### src/rtl/datapath_unit.sv
// Multi-cycle arithmetic unit: ADD/SUB in one cycle, MUL by shift-add and
// DIV by restoring division over 8 cycles, with a controller handshake FSM.
module datapath_unit #(
    parameter int unsigned WIDTH = 16,
    parameter int unsigned OPW   = 4
) (
    input  logic             clk,
    input  logic             reset,
    input  logic             enable,
    input  logic [OPW-1:0]   opcode,
    input  logic [7:0]       a,
    input  logic [7:0]       b,
    output logic             done,
    output logic [WIDTH-1:0] result,
    output logic             busy,
    output logic             div_by_zero,
    output logic             bad_op
);

    localparam int unsigned DW = 8;
    localparam int unsigned RW = 16;
    localparam int unsigned CW = 4;
    localparam logic [CW-1:0]  LAST_ITER = CW'(7);
    localparam logic [OPW-1:0] OP_ADD    = OPW'(0);
    localparam logic [OPW-1:0] OP_SUB    = OPW'(1);
    localparam logic [OPW-1:0] OP_MUL    = OPW'(2);
    localparam logic [OPW-1:0] OP_DIV    = OPW'(3);

    typedef enum logic [1:0] {
        S_IDLE,
        S_EXEC,
        S_DONE,
        S_WAIT_LOW
    } state_t;

    state_t           r_state;
    logic [OPW-1:0]   r_op;
    logic [DW-1:0]    r_a;
    logic [DW-1:0]    r_b;
    logic [CW-1:0]    r_cnt;
    logic [RW-1:0]    r_acc;
    logic [RW-1:0]    r_mcand;
    logic [DW-1:0]    r_mplier;
    logic [DW-1:0]    r_rem;
    logic [DW-1:0]    r_quo;
    logic [WIDTH-1:0] r_result;
    logic             r_done;
    logic             r_busy;
    logic             r_dbz;
    logic             r_bad;

    logic [RW-1:0]    w_mul_acc;
    logic [DW:0]      w_div_shift;
    logic             w_div_ge;
    logic [DW-1:0]    w_div_diff;
    logic [DW-1:0]    w_div_rem;
    logic [DW-1:0]    w_div_quo;
    logic             w_last;
    logic [RW-1:0]    w_fin_result;
    logic             w_fin_dbz;
    logic             w_fin_bad;

    // One shift-add / restoring-division step plus the completion value
    always_comb begin
        w_mul_acc    = r_acc;
        w_div_shift  = {r_rem, r_quo[DW-1]};
        w_div_ge     = 1'b0;
        w_div_diff   = '0;
        w_div_rem    = '0;
        w_div_quo    = '0;
        w_last       = 1'b1;
        w_fin_result = '0;
        w_fin_dbz    = 1'b0;
        w_fin_bad    = 1'b0;

        if (r_mplier[0]) begin
            w_mul_acc = r_acc + r_mcand;
        end

        w_div_ge   = (w_div_shift >= {1'b0, r_b});
        w_div_diff = DW'(w_div_shift - {1'b0, r_b});
        if (w_div_ge) begin
            w_div_rem = w_div_diff;
            w_div_quo = {r_quo[DW-2:0], 1'b1};
        end else begin
            w_div_rem = w_div_shift[DW-1:0];
            w_div_quo = {r_quo[DW-2:0], 1'b0};
        end

        case (r_op)
            OP_ADD: w_fin_result = {8'h00, r_a} + {8'h00, r_b};
            OP_SUB: w_fin_result = {8'h00, r_a} - {8'h00, r_b};
            OP_MUL: begin
                w_last       = (r_cnt == LAST_ITER);
                w_fin_result = w_mul_acc;
            end
            OP_DIV: begin
                if (r_b == '0) begin
                    w_fin_result = 16'hFFFF;
                    w_fin_dbz    = 1'b1;
                end else begin
                    w_last       = (r_cnt == LAST_ITER);
                    w_fin_result = {w_div_rem, w_div_quo};
                end
            end
            default: w_fin_bad = 1'b1;
        endcase
    end

    // Handshake FSM with iteration registers and registered outputs
    always_ff @(posedge clk or negedge reset) begin
        if (!reset) begin
            r_state  <= S_IDLE;
            r_op     <= '0;
            r_a      <= '0;
            r_b      <= '0;
            r_cnt    <= '0;
            r_acc    <= '0;
            r_mcand  <= '0;
            r_mplier <= '0;
            r_rem    <= '0;
            r_quo    <= '0;
            r_result <= '0;
            r_done   <= 1'b0;
            r_busy   <= 1'b0;
            r_dbz    <= 1'b0;
            r_bad    <= 1'b0;
        end else begin
            case (r_state)
                S_IDLE: begin
                    if (enable) begin
                        r_op     <= opcode;
                        r_a      <= a;
                        r_b      <= b;
                        r_cnt    <= '0;
                        r_acc    <= '0;
                        r_mcand  <= {8'h00, a};
                        r_mplier <= b;
                        r_rem    <= '0;
                        r_quo    <= a;
                        r_busy   <= 1'b1;
                        r_state  <= S_EXEC;
                    end
                end
                S_EXEC: begin
                    if (w_last) begin
                        r_result <= WIDTH'(w_fin_result);
                        r_dbz    <= w_fin_dbz;
                        r_bad    <= w_fin_bad;
                        r_done   <= 1'b1;
                        r_state  <= S_DONE;
                    end else begin
                        r_acc    <= w_mul_acc;
                        r_mcand  <= r_mcand << 1;
                        r_mplier <= r_mplier >> 1;
                        r_rem    <= w_div_rem;
                        r_quo    <= w_div_quo;
                        r_cnt    <= r_cnt + CW'(1);
                    end
                end
                S_DONE: begin
                    r_done <= 1'b0;
                    if (enable) begin
                        r_state <= S_WAIT_LOW;
                    end else begin
                        r_busy  <= 1'b0;
                        r_state <= S_IDLE;
                    end
                end
                S_WAIT_LOW: begin
                    if (!enable) begin
                        r_busy  <= 1'b0;
                        r_state <= S_IDLE;
                    end
                end
                default: begin
                    r_done  <= 1'b0;
                    r_busy  <= 1'b0;
                    r_state <= S_IDLE;
                end
            endcase
        end
    end

    assign done        = r_done;
    assign result      = r_result;
    assign busy        = r_busy;
    assign div_by_zero = r_dbz;
    assign bad_op      = r_bad;

endmodule

### config.mk
export PLATFORM = sky130hd
export DESIGN_NAME = datapath_unit
export DESIGN_NICKNAME = d
export VERILOG_FILES = /design/src/rtl/datapath_unit.sv
export SDC_FILE = /design/constraint.sdc
export NUM_CORES = 1
export LEC_CHECK = 0
export ABC_AREA = 1
export CAP_MARGIN = 20
export CORE_MARGIN = 2
export CORE_UTILIZATION = 50
export CTS_CLUSTER_SIZE = 14
export DETAILED_ROUTE_END_ITERATION = 16
export DONT_BUFFER_PORTS = 1
export GPL_ROUTABILITY_DRIVEN = 0
export HOLD_SLACK_MARGIN = 0.08
export SYNTH_ARGS = -nofsm -noshare
export SYNTH_HDL_FRONTEND = slang
export SYNTH_SLANG_ARGS = --single-unit
### constraint.sdc
create_clock -name clk -period 5.65 [get_ports clk]
set_input_delay 0.2825 -clock clk [delete_from_list [all_inputs] [get_ports clk]]
set_output_delay 0.2825 -clock clk [all_outputs]
set_load 0.05 [all_outputs]
==> results.json, run 1 <==
{
  "die_y_um": 119,
  "grt_max_degree": 103,
  "status": "finished, final reports clean",
  "drc_errors": 0,
  "reg2regPathDepth": 7,
  "skew_ns": 0.00815,
  "end_kind": "register",
  "die_area_um2": 14300,
  "cts_buffers": 9,
  "cp-startpoint": "r_state[1]",
  "synth_edf_count": 0,
  "ys_types": 46,
  "worst_pin_slew_ns": 0.895,
  "ys_ff_latch": 102,
  "setup.worst_path.end": "bad_op",
  "syn-cell-area_um2": 6660,
  "vias": 5924,
  "grt-ovfl-total": 0,
  "root_buffer": "clkbuf_16",
  "path_max_fanout": 22,
  "criticalPathCategory": "reg -> reg",
  "ir_drop_uv": 341,
  "synth_nets": 984,
  "first_iter_violations": 331,
  "cts.sinks": 102,
  "yosysWarningCount": 0,
  "cts_tree": "yes",
  "drive_gt1_frac": 0.0437,
  "core_um2": 13100,
  "final_area_um2": 7180,
  "placed_cell_area_um2": 6760,
  "cap_violations": 0,
  "rows": 42,
  "clkTransAtPathRegs_ns": 0.08,
  "worstReg2RegEnd": "bad_op",
  "power.density_nw_per_um2": 640,
  "rrSetupSlack_ns": 3.07,
  "post-route-min-period_ns": 2.58,
  "wl_mm": 18.1,
  "startpoint_type": "register",
  "syn_to_final_growth_pct": 7.81,
  "portBuffers": 0,
  "seq_area_frac_synth": 0.383,
  "antenna_left": 0,
  "synth_top_area_share": 0.383,
  "yosys-top-cells-count": "nand2_1, inv_1, dfrtp_1",
  "power_leakage_nw": 3.79,
  "arrival_ns": 2.82,
  "timing.rr.start": "r_state[1]",
  "antenna_found_initial": 0,
  "die_w_um": 119,
  "via_per_inst": 5.42,
  "grt_pass1_wl_mm": 30.3,
  "slew_headroom": 0.403,
  "timing.setup.tns_ns": 0,
  "finalSetupViolCount": 0,
  "fmax_ghz": 0.388,
  "netlist_top_cells_area": "dfrtp_1, nand2_1, inv_1, ha_1, nand3_1",
  "drt_first_pass_iters": 5,
  "min_path_type": "in -> reg",
  "drv_slew": 0,
  "hpwl_mm": 13.8,
  "period_share": 0.456,
  "cts_setup_buffers": 0,
  "netlist_instances": 917,
  "io_pins": 43,
  "synthFlopType": "dfrtp_1",
  "fin_nets": 978,
  "clk_latency_ns": 0.35,
  "start_util": 0.507,
  "power.total_mw": 4.60,
  "avgSynthCellArea_um2": 7.27,
  "postSynth.asyncResetShare": 1.00,
  "grtUsageTotal": 0.271,
  "rsz0062_at_grt": "no",
  "yosysMostFrequentCell": "nand2_1",
  "diodes": 0,
  "h-tree-depth": 3,
  "clock_path_buffers": 2,
  "synth_top_area_cell": "dfrtp_1",
  "hold_viol": 0,
  "critPathRequiredTime_ns": 5.89,
  "grt_pass1_vias": 5783,
  "wl_per_cell_um": 16.6
}
==> layout make-up <==
type	count	area [um^2]
fill	1322	5950
sequential	102	2550
clock inverter	7	82.6
multi-input combinational	642	3430
timing repair buffer	11	126
tap	176	220
inverter	145	547
clock buffer	9	225
==> cell families after synthesis <==
group	Yosys count	synth area share
AO/OA/AOI/OAI	142	0.124
XOR/XNOR	7	0.00920
adder cells (fa/ha/maj)	44	0.0871
buffers and inverters	173	0.103
flip-flops	102	0.383
multiplexers	1	0.00150
AND/OR/NAND/NOR	448	0.292
==> registers in the layout (all words and copies together), names as in the netlist, 8 cells and up <==
| signal | cells |
|---|---|
| r_rem | 8 |
| r_mplier | 8 |
| r_acc | 16 |
| r_mcand | 16 |
| r_quo | 8 |
| result | 16 |
| r_a | 8 |
| r_b | 8 |
==> worst min-delay path by stage <==
stage / to / from / slack (ns) / depth (start not counted)
after global placement: r_a[2] / reset / -0.01 / 0
after CTS: r_b[3] / b[3] / 0.08 / 2
final: r_b[7] / b[7] / 0.09 / 2
after global routing: r_op[0] / opcode[0] / 0.09 / 2
after detailed placement: r_a[2] / reset / -0.01 / 0
after floorplan: bad_op / reset / -0.01 / 0
==> worst max-delay path: stages, from the launching register on <==
cell and delay (ns):
dfrtp_1 0.38, inv_2 0.05, nand2_1 0.12, clkinv_1 0.43
nand2_1 0.79, inv_1 0.46, nor2_1 0.19, nor2_1 0.05
==> metrics by stage <==
stage / worst slack, ns / utilization / hold slack [ns] / std cells
final: 3.07 / 0.547 / 0.0863 / 1092
after global routing: 2.78 / 0.547 / 0.0903 / 1092
after CTS: 3.01 / 0.546 / 0.0814 / 1091
after detailed placement: 3.06 / 0.514 / -0.0104 / 1066
after global placement: 3.19 / 0.514 / -0.0109 / 1066
after floorplan: 3.77 / - / -0.0131 / 917
==> report_power, final <==
part	total [mW]	switching, mW	internal, mW
registers	1.43	0.414	1.02
logic	2.52	1.68	0.833
clock network	0.651	0.300	0.351
total	4.60	2.40	2.20
==> routing by layer <==
layer / track usage / vias up / wire length (um)
met3: 0.0498 / 18 / 808
li1: - / 2962 / -
met4: 0.0551 / 0 / 201
met2: 0.464 / 128 / 8800
met5: 0 / - / 0
met1: 0.362 / 2816 / 8290
==> layout by cell type, fill, tap and decap left out, types with 3 or more instances in the layout <==
| master | n |
|---|---|
| inv_2 | 6 |
| or2_2 | 4 |
| o221ai_1 | 14 |
| nand4_1 | 13 |
| dfrtp_1 | 102 |
| clkbuf_16 | 9 |
| nor3_1 | 4 |
| o21ai_0 | 42 |
| nand3_1 | 89 |
| nor2_1 | 33 |
| a21oi_1 | 37 |
| a22o_1 | 5 |
| dlygate4sd3_1 | 8 |
| ha_1 | 40 |
| fa_1 | 4 |
| nand3b_1 | 3 |
| o21ai_1 | 22 |
| nand2_1 | 286 |
| xnor2_1 | 6 |
| inv_1 | 136 |
| o22ai_1 | 7 |
| o211ai_1 | 9 |
==> timing repair <==
item / CTS / global route
resized for setup: 0 / 0
hold buffers: 9 / 0
hold endpoints to repair: 109 / 0
No activity file was read; power rests on OpenSTA's default activity.
==> run 2, diff against run 1 <==
--- a/config.mk
+++ b/config.mk
@@ -5,7 +5,7 @@
 export SDC_FILE = /design/constraint.sdc
 export NUM_CORES = 1
 export LEC_CHECK = 0
-export ABC_AREA = 1
+export ABC_AREA = 0
 export CAP_MARGIN = 20
 export CORE_MARGIN = 2
 export CORE_UTILIZATION = 50
==> constraint.sdc (replaced) <==
create_clock -name clk -period 2.4 [get_ports clk]
set_input_delay 0.12 -clock clk [delete_from_list [all_inputs] [get_ports clk]]
set_output_delay 0.12 -clock clk [all_outputs]
set_load 0.05 [all_outputs]
==> run 2 against run 1 <==
Non-clock buffer count grew 102. Cell count shrank 11%. Global-route usage grew 1.3 points. Via count is 2.6% lower. Critical path depth up 1. Largest power group unchanged. The flow now finishes with violations (hold timing, setup timing). Core utilization grew 9.3 points. Critical path type unchanged. Maximum frequency up 7.3%. Highest routed layer unchanged. Total power grew to 2.6 times the previous value.
==> results.json, run 2 <==
{
  "cts_buffers": 9,
  "worst_hold_slack_ns": -0.546,
  "clock_path_buffers": 2,
  "regArea_um2": 2550,
  "synth_top_area_share": 0.402,
  "antenna_found_initial": 0,
  "die_y_um": 117,
  "arrival_ns": 2.64,
  "netlist_top_cells_area": "dfrtp_1, ha_1, o21ai_0, nand2_1, a21oi_1",
  "diodes": 0,
  "grtUsageTotal": 0.285,
  "timing.setup.tns_ns": -0.00370,
  "criticalPathCategory": "reg -> reg",
  "via_per_inst": 5.93,
  "synth_nets": 769,
  "hold_buffers": 16,
  "synth_xor_area_frac": 0.0331,
  "seq_area_frac_synth": 0.402,
  "critPathBufInv": 4,
  "worst_pin_slew_ns": 0.875,
  "hold_viol": 102,
  "grt_pass1_vias": 5645,
  "synth_edf_count": 0,
  "ir_drop_uv": 829,
  "fin_nets": 862,
  "yosys.area_share.simple": 0.180,
  "ys_ff_latch": 102,
  "netlist_instances": 702,
  "multiInputGateArea_um2": 3840,
  "post-route-min-period_ns": 2.40,
  "grt_use_met3": 0.0732,
  "power.density_nw_per_um2": 1470,
  "die_area_um2": 13600,
  "finalSetupViolCount": 1,
  "critPathMaxStageDelay_ns": 0.53,
  "yosysWarningCount": 0,
  "rows": 41,
  "post-place-ws_ns": -0.201,
  "ys_types": 64,
  "io_pins": 43,
  "grt_max_degree": 103,
  "postSynth.asyncResetShare": 1.00,
  "synthFlopType": "dfrtp_1",
  "failed_checks": "hold timing, setup timing",
  "syn_to_final_growth_pct": 26.1,
  "crit_slowest_cell": "or4_4",
  "portBuffers": 0,
  "core_um2": 12500,
  "clk_latency_ns": 0.36,
  "cap_violations": 0,
  "cts.sinks": 102,
  "grt_pass1_wl_mm": 29.2,
  "layout_common_cells": "dfrtp_1, nand2_1, buf_4, o21ai_0",
  "drive_gt1_frac": 0.231,
  "startpoint_type": "register",
  "drt_first_pass_iters": 5,
  "path_max_fanout": 6,
  "yosys-top-cells-count": "dfrtp_1, nand2_1, o21ai_0",
  "synth-compound-area-share": 0.222,
  "n_fill_cell": 1078,
  "first_iter_violations": 457,
  "syn-cell-area_um2": 6350,
  "start_util": 0.508,
  "avgSynthCellArea_um2": 9.05,
  "root_buffer": "clkbuf_16",
  "power_leakage_nw": 3.61,
  "wl_mm": 19.3,
  "min_path_type": "in -> async",
  "wl_per_cell_um": 19.9,
  "gr-usage-met2": 0.464,
  "yosysMostFrequentCell": "dfrtp_1",
  "critPathRequiredTime_ns": 2.63,
  "fin_ws_ns": -0.00370,
  "period_share": 1.00,
  "met1_usage": 0.368,
  "synth_top_family_by_area": "compound AO/OA/AOI/OAI gates",
  "clkTransAtPathRegs_ns": 0.07,
  "rsz0062_at_grt": "yes",
  "cts_tree": "yes",
  "synth_top_area_cell": "dfrtp_1",
  "hpwl_mm": 13.5,
  "end_kind": "register",
  "synth_mux_area_frac": 0.0323,
  "skew_ns": 0.0137,
  "slew_headroom": 0.416,
  "grt-ovfl-total": 0,
  "fmax_ghz": 0.416,
  "antenna_left": 0,
  "vias": 5768,
  "crit_top_cell": "buf_6",
  "die_w_um": 117,
  "mostFrequentLayoutCell": "dfrtp_1",
  "final_util": 0.640,
  "crit_family": "simple AND/OR/NAND/NOR gates",
  "placed_cell_area_um2": 7030,
  "drv_slew": 0,
  "drc_errors": 0,
  "grt-busiest-layer": "met2",
  "synth_fa_ha_area_frac": 0.0914,
  "status": "complete, but fails checks",
  "final_area_um2": 8010,
  "worstPathCellList": "buf_6, or4_4, nor3_4, buf_6, nor4_4, buf_4, buf_12, a221o_1",
  "h-tree-depth": 3
}
## run 2: power breakdown
group / internal (mW) / switching [mW]
clock network: 0.760 / 0.649
logic: 3.24 / 3.72
registers: 2.34 / 1.03
total: 6.35 / 5.40
## run 2: cells by family (layout without fill, tap and decap cells)
family                   after synthesis  in the layout
AO/OA/AOI/OAI                        215            216
XOR/XNOR                              24             24
adder cells (fa/ha/maj)               44             44
buffers and inverters                 64            161
flip-flops                           102            102
multiplexers                          20             20
AND/OR/NAND/NOR                      233            233
## run 2: path summary, 6_finish.rpt
| kind | from | endpoint | slack [ns] | cells past startpoint |
|---|---|---|---|---|
| max | r_b[0] | r_quo[3] | -0.004 | 8 |
| min | reset | r_mcand[8] | -0.55 | 0 |
| max reg2reg | r_b[0] | r_quo[3] | -0.004 | 8 |
| min reg2reg | r_mplier[2] | r_mplier[2] | 0.48 | 2 |
| max in group asynchronous | reset | r_rem[5] | 2.79 | 0 |
| min in group clk | a[7] | r_a[7] | 0.12 | 2 |
## run 2: repair_timing
action,in CTS,in global routing
pin swaps,4,40
gates resized for setup,12,84
endpoints found under the setup margin,19,31
gates cloned,0,5
hold endpoints to repair,130,102
buffers inserted,3,12
## run 2: cell type report
| cell class | instances | share of cell area |
|---|---|---|
| clock buffer | 13 | 0.0325 |
| sequential | 102 | 0.319 |
| multi-input combinational | 537 | 0.480 |
| tap | 172 | 0.0269 |
| clock inverter | 3 | 0.00234 |
| inverter | 32 | 0.0150 |
| timing repair buffer | 113 | 0.124 |
## run 2: stage by stage
stage	power [mW]	instances
after global placement	9.22	920
after floorplan	7.10	702
after detailed placement	9.37	920
final	11.7	972
after CTS	11.1	955
after global routing	12.6	972
## run 2: routing by layer
metal / wire (um) / up-vias
met2: 9350 / 178
met3: 1120 / 36
met5: 0 / -
met4: 478 / 0
met1: 8380 / 2819
li1: - / 2735
==> run 3, diff against run 2 <==
--- a/config.mk
+++ b/config.mk
@@ -9,6 +9,7 @@
 export CAP_MARGIN = 20
 export CORE_MARGIN = 2
 export CORE_UTILIZATION = 50
+export CTS_CLUSTER_DIAMETER = 150
 export CTS_CLUSTER_SIZE = 14
 export DETAILED_ROUTE_END_ITERATION = 16
 export DONT_BUFFER_PORTS = 1
==> constraint.sdc (replaced) <==
create_clock -name clk -period 2.3 [get_ports clk]
set_input_delay 0.115 -clock clk [delete_from_list [all_inputs] [get_ports clk]]
set_output_delay 0.115 -clock clk [all_outputs]
set_load 0.05 [all_outputs]
==> run 3 against run 2 <==
Sequential power up 3%. The flow still finishes with violations (hold timing, setup timing). Maximum frequency down 0.24%. Combinational power up 31%. Register-to-register slack worse by 0.11 ns. Sequential share of layout area down 2.5 points. Die area unchanged. Flip-flop and latch count unchanged. Clock-buffer cell count down 1. Non-clock buffer count up 39.
==> results.json, run 3 (synthesis results as in run 2) <==
{
  "min_path_type": "in -> async",
  "n_fill_cell": 979,
  "die_w_um": 117,
  "power.density_nw_per_um2": 1630,
  "final_area_um2": 8680,
  "post-route-min-period_ns": 2.41,
  "portBuffers": 0,
  "antenna_found_initial": 0,
  "core_um2": 12500,
  "hold_buffers": 14,
  "status": "complete, but fails checks",
  "cts_buffers": 9,
  "criticalPathCategory": "reg -> reg",
  "skew_ns": 0.0106,
  "h-tree-depth": 3,
  "clk_latency_ns": 0.35,
  "swShare": 0.449,
  "failed_checks": "hold timing, setup timing",
  "vias": 5947,
  "cp-startpoint": "r_b[0]",
  "hold_viol": 102,
  "path_max_fanout": 4,
  "finalSetupViolCount": 12,
  "fin_nets": 901,
  "antenna_left": 0,
  "worst_hold_slack_ns": -0.548,
  "clkTransAtPathRegs_ns": 0.07,
  "arrival_ns": 2.63,
  "grt_pass1_wl_mm": 30.8,
  "drc_errors": 0,
  "rows": 41,
  "worst_pin_slew_ns": 1.06,
  "period_share": 1.05,
  "p_switching_mw": 6.36,
  "slew_headroom": 0.288,
  "clockPowerShare": 0.112,
  "critPathRequiredTime_ns": 2.52,
  "fin_ws_ns": -0.110,
  "drt_first_pass_iters": 5,
  "io_pins": 43,
  "grt-ovfl-total": 0,
  "power_leakage_nw": 3.87,
  "end_kind": "register",
  "grtUsageTotal": 0.299,
  "cap_violations": 0,
  "mostFrequentLayoutCell": "buf_4",
  "regArea_um2": 2550,
  "die_area_um2": 13600,
  "multiInputGateArea_um2": 4210,
  "grt_pass1_vias": 5912,
  "wl_mm": 19.7,
  "root_buffer": "clkbuf_16",
  "first_iter_violations": 374,
  "clock_path_buffers": 2,
  "drive_gt1_frac": 0.328,
  "grt_max_degree": 103,
  "startpoint_type": "register",
  "post-place-ws_ns": -0.401,
  "via_per_inst": 5.89,
  "die_y_um": 117,
  "seq_power_share": 0.245,
  "diodes": 0,
  "placed_cell_area_um2": 7290,
  "hpwl_mm": 13.8,
  "rsz0062_at_grt": "yes",
  "layout_common_cells": "buf_4, dfrtp_1, nand2_1, o21ai_0, nor2_1",
  "cts_tree": "yes",
  "p_int_mw": 7.82,
  "timing.rr.start": "r_b[0]",
  "pwr-share-comb": 0.644,
  "ir_drop_uv": 1060,
  "fmax_ghz": 0.415,
  "start_util": 0.508,
  "cts.sinks": 102,
  "wl_per_cell_um": 19.5,
  "syn_to_final_growth_pct": 36.6,
  "drv_slew": 0
}
run 3: cell count changes in the layout (fill, tap and decap cells not counted), moves of 4 or more:
| cell | change |
|---|---|
| a21oi_1 | -8 |
| a21oi_2 | +5 |
| buf_4 | +36 |
| buf_6 | +7 |
| ha_1 | -6 |
| ha_4 | +8 |
| inv_1 | -5 |
| nand3_1 | +4 |
| nand3_2 | -6 |
| nor3_1 | -5 |
| nor3_2 | +4 |
run 3: worst max-delay path, stage by stage (launching register included):
cell and delay, ns:
dfrtp_2 0.46, buf_6 0.14, buf_6 0.11, ha_4 0.15
fa_2 0.35, nor2b_2 0.16, nor3_2 0.07, o21bai_1 0.20
a21oi_2 0.09, xnor2_1 0.13, mux2i_1 0.25, o221ai_1 0.15
run 3: worst paths after layout:
check                      cells past startpoint  slack (ns)     endpoint
min reg2reg                                    2        0.48  r_mplier[1]
min in group clk                               2        0.13       r_a[5]
max in group asynchronous                      0        2.66       r_b[0]
min                                            0       -0.55       bad_op
max reg2reg                                   11       -0.11   result[14]
max                                           11       -0.11   result[14]
run 3: per-layer routing:
metal  vias to the layer above  track usage  share of wire
li1                       2800            -              -
met1                      2921        0.370           0.42
met2                       189        0.504           0.50
met3                        37       0.0763          0.055
met4                         0        0.113          0.027
met5                         -            0              0
run 3: area by class of cell:
type	instances	share of cell area
repair buffers	152	0.147
well taps	172	0.0248
multi-input cells	537	0.485
clock inverters	3	0.00504
flip-flops and latches	102	0.294
clock buffers	12	0.0295
inverters	32	0.0146
run 3: through the flow:
stage	TNS, ns	power, mW	utilization	cells
finish	-0.617	14.2	0.694	1010
detailed placement	-9.99	10.2	0.583	951
global route	-1.59	15.1	0.694	1010
global placement	-5.51	10.1	0.583	951
CTS	-0.369	13.2	0.667	1003
floorplan	0	7.42	-	702
run 3: what timing repair did:
action | in CTS | in global routing
gates cloned | 1 | 0
resized for setup | 103 | 57
setup buffers | 25 | 7
setup endpoints to repair | 64 | 30
endpoints found under the hold margin | 128 | 102
pin swaps | 43 | 38
run 3: power groups by stage:
stage / registers [mW] / logic, mW / clock network [mW]
CTS: 3.43 / 8.20 / 1.60
global placement: 3.42 / 6.65 / 0
detailed placement: 3.44 / 6.81 / 0
finish: 3.47 / 9.13 / 1.58
floorplan: 3.29 / 4.13 / 0
global route: 3.55 / 9.82 / 1.68
